### src/rtl/ro_freq_counter.sv
// Ring-oscillator frequency counter: synchronizes NUM_CH oscillator inputs,
// selects one, and counts its rising edges over a gated window of clk cycles.
//
// state  | meaning
// -------+------------------------------------------------------------
// IDLE   | waiting for start; count/ovf hold the last result
// SETTLE | 2 cycles to flush the selected channel into the edge detector
// COUNT  | gate window open, rising edges increment the result counter
module ro_freq_counter #(
  parameter int NUM_CH = 4,
  parameter int SEL_W  = 2,
  parameter int CNT_W  = 8,
  parameter int WIN_W  = 8
) (
  input  logic              clk,
  input  logic              rst,
  input  logic [NUM_CH-1:0] ro_in,
  input  logic [SEL_W-1:0]  ch_sel,
  input  logic [WIN_W-1:0]  win_len,
  input  logic              cont,
  input  logic              start,
  output logic              busy,
  output logic              valid,
  output logic [CNT_W-1:0]  count,
  output logic              ovf
);

  typedef enum logic [1:0] {IDLE, SETTLE, COUNT} state_t;

  state_t            state, state_nxt;
  logic [NUM_CH-1:0] ro_meta, ro_sync;
  logic [SEL_W-1:0]  ch_q;
  logic [WIN_W-1:0]  win_q, win_load;
  logic [WIN_W-1:0]  tmr, tmr_nxt;
  logic              sel_bit, sel_d, edge_det;
  logic [CNT_W-1:0]  cnt, cnt_nxt;
  logic              ovf_w, ovf_w_nxt;
  logic              capture, win_end;

  // Out-of-range channel numbers fall through to a constant 0.
  always_comb begin
    sel_bit = 1'b0;
    for (int i = 0; i < NUM_CH; i++) begin
      if (ch_q == SEL_W'(i)) sel_bit = ro_sync[i];
    end
  end

  assign edge_det = sel_bit & ~sel_d;
  assign win_load = (win_q == '0) ? '0 : win_q - WIN_W'(1);
  assign busy     = (state != IDLE);

  always_comb begin
    cnt_nxt   = cnt;
    ovf_w_nxt = ovf_w;
    if (state == COUNT && edge_det) begin
      if (cnt == {CNT_W{1'b1}}) ovf_w_nxt = 1'b1;
      else                      cnt_nxt   = cnt + CNT_W'(1);
    end
  end

  always_comb begin
    state_nxt = state;
    tmr_nxt   = tmr;
    capture   = 1'b0;
    win_end   = 1'b0;
    case (state)
      IDLE: begin
        if (start) begin
          capture   = 1'b1;
          state_nxt = SETTLE;
          tmr_nxt   = WIN_W'(1);
        end
      end
      SETTLE: begin
        if (tmr == '0) begin
          state_nxt = COUNT;
          tmr_nxt   = win_load;
        end else begin
          tmr_nxt = tmr - WIN_W'(1);
        end
      end
      COUNT: begin
        if (tmr == '0) begin
          win_end = 1'b1;
          // Back-to-back windows reload the timer with no settle gap.
          if (cont) tmr_nxt = win_load;
          else      state_nxt = IDLE;
        end else begin
          tmr_nxt = tmr - WIN_W'(1);
        end
      end
      default: state_nxt = IDLE;
    endcase
  end

  always_ff @(posedge clk) begin
    if (rst) begin
      state   <= IDLE;
      tmr     <= '0;
      ro_meta <= '0;
      ro_sync <= '0;
      sel_d   <= 1'b0;
      ch_q    <= '0;
      win_q   <= '0;
      cnt     <= '0;
      ovf_w   <= 1'b0;
      valid   <= 1'b0;
      count   <= '0;
      ovf     <= 1'b0;
    end else begin
      state   <= state_nxt;
      tmr     <= tmr_nxt;
      ro_meta <= ro_in;
      ro_sync <= ro_meta;
      sel_d   <= sel_bit;
      valid   <= win_end;
      if (capture) begin
        ch_q  <= ch_sel;
        win_q <= win_len;
      end
      if (win_end) begin
        count <= cnt_nxt;
        ovf   <= ovf_w_nxt;
        cnt   <= '0;
        ovf_w <= 1'b0;
      end else begin
        cnt   <= cnt_nxt;
        ovf_w <= ovf_w_nxt;
      end
    end
  end

endmodule

### config.mk
export PLATFORM = sky130hd
export DESIGN_NAME = ro_freq_counter
export DESIGN_NICKNAME = d
export VERILOG_FILES = /design/src/rtl/ro_freq_counter.sv
export SDC_FILE = /design/constraint.sdc
export NUM_CORES = 1
export LEC_CHECK = 0
export CORE_ASPECT_RATIO = 1.2
export CORE_UTILIZATION = 50
export DETAILED_ROUTE_END_ITERATION = 12
export GPL_ROUTABILITY_DRIVEN = 0
export HOLD_SLACK_MARGIN = 0.08
export PLACE_DENSITY = 0.74
export SLEW_MARGIN = 20
export SYNTH_ARGS = -nofsm -noshare
export SYNTH_HDL_FRONTEND = slang
export SYNTH_SLANG_ARGS = --single-unit
### constraint.sdc
create_clock -name clk -period 2.5 [get_ports clk]
set_input_delay 0.5 -clock clk [delete_from_list [all_inputs] [get_ports clk]]
set_output_delay 0.5 -clock clk [all_outputs]
set_load 0.05 [all_outputs]
==> run metrics <==
global-route usage over all layers=0.200; routed metal-1 wirelength=2.03 mm; final net count=324; ordered cell list for the critical path=inv_1 -> ha_1 -> nor3b_1 -> nand4b_1 -> a21oi_1 -> o21ai_1 -> o21ai_1; number of synthesized flops with an enable pin=0; category of the critical setup timing path=reg -> reg; worst setup path start=tmr[0]$_SDFFE_PP0P_; Slew Limit Headroom=0.470; most repeated library cell on the critical path=sky130_fd_sc_hd__o21ai_1; average footprint of a synthesized cell=8.65 µm²; crit start category=flip-flop; Placement Rows=26; overall power=3.04 mW; top routing layer used=met4; most frequently used flop master after synthesis=sky130_fd_sc_hd__dfxtp_1; final routed wire length divided by cell count=12.3 µm; Clock Pin Slew Worst Setup and Hold Paths=90 ps; cell accounting for the most synthesized area=sky130_fd_sc_hd__dfxtp_1; routed length on met3=182 µm; Synth cell types=48; count of unresolved DRC violations after routing=0; clock period minus worst slack=2160 ps; pin count of the biggest net entering global routing=28; CTS H-tree depth=2; WL met2=2.01 mm; proportion of layout cells with a drive suffix above 1=0.0878; slack of the worst reg-to-reg path=340 ps; share of the cycle needed by the critical path after routing=0.864; Reg2Reg Capture Point=tmr[3]$_SDFFE_PP0P_; buffer levels on the longest clock path=2; worst endpoint required time=2750 ps; first-pass GRT wire length=7.47 mm; number of antenna violations at the first check in global routing=0; total setup buffers inserted after CTS=0; DR vias/cell=5.32; result of the run=finished clean; I/O pin cnt=29; portion of the post-synthesis area used by sequential elements=0.422; CP endpoint kind=flip-flop; peak fanout along the critical path=5; input/output buffers=28; clk sinks=48; clock tree from TritonCTS=yes; cell leakage power=1.05 nW; number of instances in the synthesized netlist=263; height of the chip=75.9 µm; largest clock skew in the final design=11.3 ps; global route overflow=0; maximum frequency from static timing analysis=0.463 GHz; CTS Root Cell=sky130_fd_sc_hd__clkbuf_8; Floorplan Core Area=4330 µm²; number of buffers created by CTS=5; setup repair after global routing missed its margin=no; final hold violations=0; delay contributed by the slowest stage of the critical path=500 ps; Initial Utilization=0.526; Antenna Violating Nets Remaining=0; data arrival time at the worst-slack endpoint=2410 ps; multi-input combinational cell area=1240 µm²; start of the worst register-to-register path=tmr[0]$_SDFFE_PP0P_; cell with the largest stage delay on the worst path=sky130_fd_sc_hd__nor3b_1; worst ir drop on vdd=0.639 mV; total routed wirelength=4.31 mm; fill cell instance count of the final layout=360; cells taking the most area after synthesis=sky130_fd_sc_hd__dfxtp_1, sky130_fd_sc_hd__nand2_1, sky130_fd_sc_hd__ha_1, sky130_fd_sc_hd__a21oi_1, sky130_fd_sc_hd__nor2_1; ant diodes=0; max capacitance violation total=0; Reg2Reg Depth=7; final setup violating endpoints=0; number of search-and-repair iterations in the first detailed-routing pass=4; transition time at the pin with the least slew margin=794 ps; area used by sequential logic in the layout=961 µm²; area after detailed placement=2610 µm²; layout overhead on the synthesized area=20.3%; pwr/cell area=1110 nW/µm²; share of flip-flops with an asynchronous set or reset=0; Tightest Hold Check Type=reg -> reg; total nets after synthesis=292; DP Wirelength=3.16 mm; full die area=4820 µm²; total count of max-transition violations in the final report=0; Worst setup endpoint=tmr[3]$_SDFFE_PP0P_; number of vias in the routed layout=1874; number of global-route vias before repair=1660; setup total negative slack=0 ps; Synth Cell Area=2270 µm²; DRT iter0 DRCs=65; clock latency reported for the late side of the worst-skew pair=310 ps; Post-Layout Inst Area=2740 µm²; number of warnings reported in the yosys synthesis log=0; Yosys top cell area share=0.422; chip width=63.6 µm; register bit total from synthesis=48
[worst max-delay path: cells and delay by family (launching register included)]
kind | cells | cell delay (ps)
AOI/OAI and AO/OA | 3 | 690
DFF | 1 | 360
and+or+nand+nor | 2 | 790
buffers and inverters | 1 | 90
adders and majority gates | 1 | 180
[sequential cells by signal, summed over array words and instances, names as in the netlist]
name	count
sel_d	1
valid	1
ovf_w	1
cnt	8
tmr	8
win_q	8
ro_meta	4
count	8
ch_q	2
state	2
ro_sync	4
ovf	1
[final cells by class]
cell class / count / area share
Inverter: 13 / 0.0178
Multi-Input combinational cell: 197 / 0.452
Tap cell: 56 / 0.0256
Clock buffer: 6 / 0.0302
Timing Repair Buffer: 30 / 0.109
Clock inverter: 2 / 0.0142
Sequential cell: 48 / 0.351
[cell families after synthesis]
kind of cell    count (synthesis)  share of synthesized area
simple gates                  116                      0.266
compound gates                 55                      0.150
flops                          48                      0.422
buf+inv                        18                     0.0335
fa+ha+maj                      11                     0.0605
xor+xnor                        8                     0.0308
mux                             7                     0.0363
[worst min-delay path by stage]
stage | startpoint | to | slack [ps] | depth (start not counted)
floorplan | ro_meta[0]$_SDFF_PP0_ | ro_sync[0]$_SDFF_PP0_ | 410 | 1
global placement | ro_meta[3]$_SDFF_PP0_ | ro_sync[3]$_SDFF_PP0_ | 420 | 1
detailed placement | ro_meta[3]$_SDFF_PP0_ | ro_sync[3]$_SDFF_PP0_ | 420 | 1
CTS | ro_meta[3]$_SDFF_PP0_ | ro_sync[3]$_SDFF_PP0_ | 440 | 1
global route | ro_meta[3]$_SDFF_PP0_ | ro_sync[3]$_SDFF_PP0_ | 460 | 1
finish | ro_meta[3]$_SDFF_PP0_ | ro_sync[3]$_SDFF_PP0_ | 440 | 1
[power breakdown]
part	internal [mW]	switching [mW]	total, mW
registers	0.875	0.120	0.995
logic	0.596	0.857	1.45
clock network	0.327	0.266	0.593
[synth_stat cells, types with 2 or more instances]
| cell type | count |
|---|---|
| sky130_fd_sc_hd__a211oi_1 | 4 |
| sky130_fd_sc_hd__a21oi_1 | 20 |
| sky130_fd_sc_hd__a32oi_1 | 6 |
| sky130_fd_sc_hd__and2_1 | 4 |
| sky130_fd_sc_hd__clkbuf_1 | 2 |
| sky130_fd_sc_hd__dfxtp_1 | 48 |
| sky130_fd_sc_hd__ha_1 | 11 |
| sky130_fd_sc_hd__inv_1 | 12 |
| sky130_fd_sc_hd__mux2i_1 | 6 |
| sky130_fd_sc_hd__nand2_1 | 44 |
| sky130_fd_sc_hd__nand3_1 | 5 |
| sky130_fd_sc_hd__nand4b_1 | 2 |
| sky130_fd_sc_hd__nor2_1 | 24 |
| sky130_fd_sc_hd__nor2b_1 | 9 |
| sky130_fd_sc_hd__nor3_1 | 9 |
| sky130_fd_sc_hd__nor3b_1 | 3 |
| sky130_fd_sc_hd__nor4_2 | 2 |
| sky130_fd_sc_hd__o211ai_1 | 2 |
| sky130_fd_sc_hd__o21ai_1 | 15 |
| sky130_fd_sc_hd__xnor2_1 | 5 |
| sky130_fd_sc_hd__xor2_1 | 3 |
[layer usage]
metal / GRT usage / vias to the layer above
li1: - / 972
met1: 0.252 / 841
met2: 0.325 / 54
met3: 0.0569 / 7
met4: 0.0808 / 0
met5: 0 / -
[cell usage in the layout, fill, tap and decap left out, drive strengths merged, types with 2 or more instances in the layout]
cell,netlist,routed
nand2,44,44
o21ai,16,16
clkdlybuf4s50,0,27
a21oi,20,20
nor3b,3,3
clkbuf,2,6
nand4b,2,2
inv,13,13
and2,5,5
a32oi,6,6
a211oi,4,4
dfxtp,48,48
nand2b,2,2
nor2b,10,10
nor2,26,26
xnor2,5,5
nand3,6,6
mux2i,6,6
ha,11,11
xor2,3,3
buf,3,2
nor4,2,2
nor3,10,10
o211ai,2,2
[timing repair]
item / CTS / global route
hold buffers: 0 / 0
resized for setup: 0 / 1
setup endpoints to repair: 0 / 1
[stage by stage]
step                instances   util  hold WS [ps]  setup WS (ps)
floorplan                 263      -           414            531
global placement          344  0.604           417            302
detailed placement        344  0.604           422            269
CTS                       352  0.632           443           65.2
global route              352  0.632           465            143
finish                    352  0.632           442            339
Power figures use the tool's default switching activity.
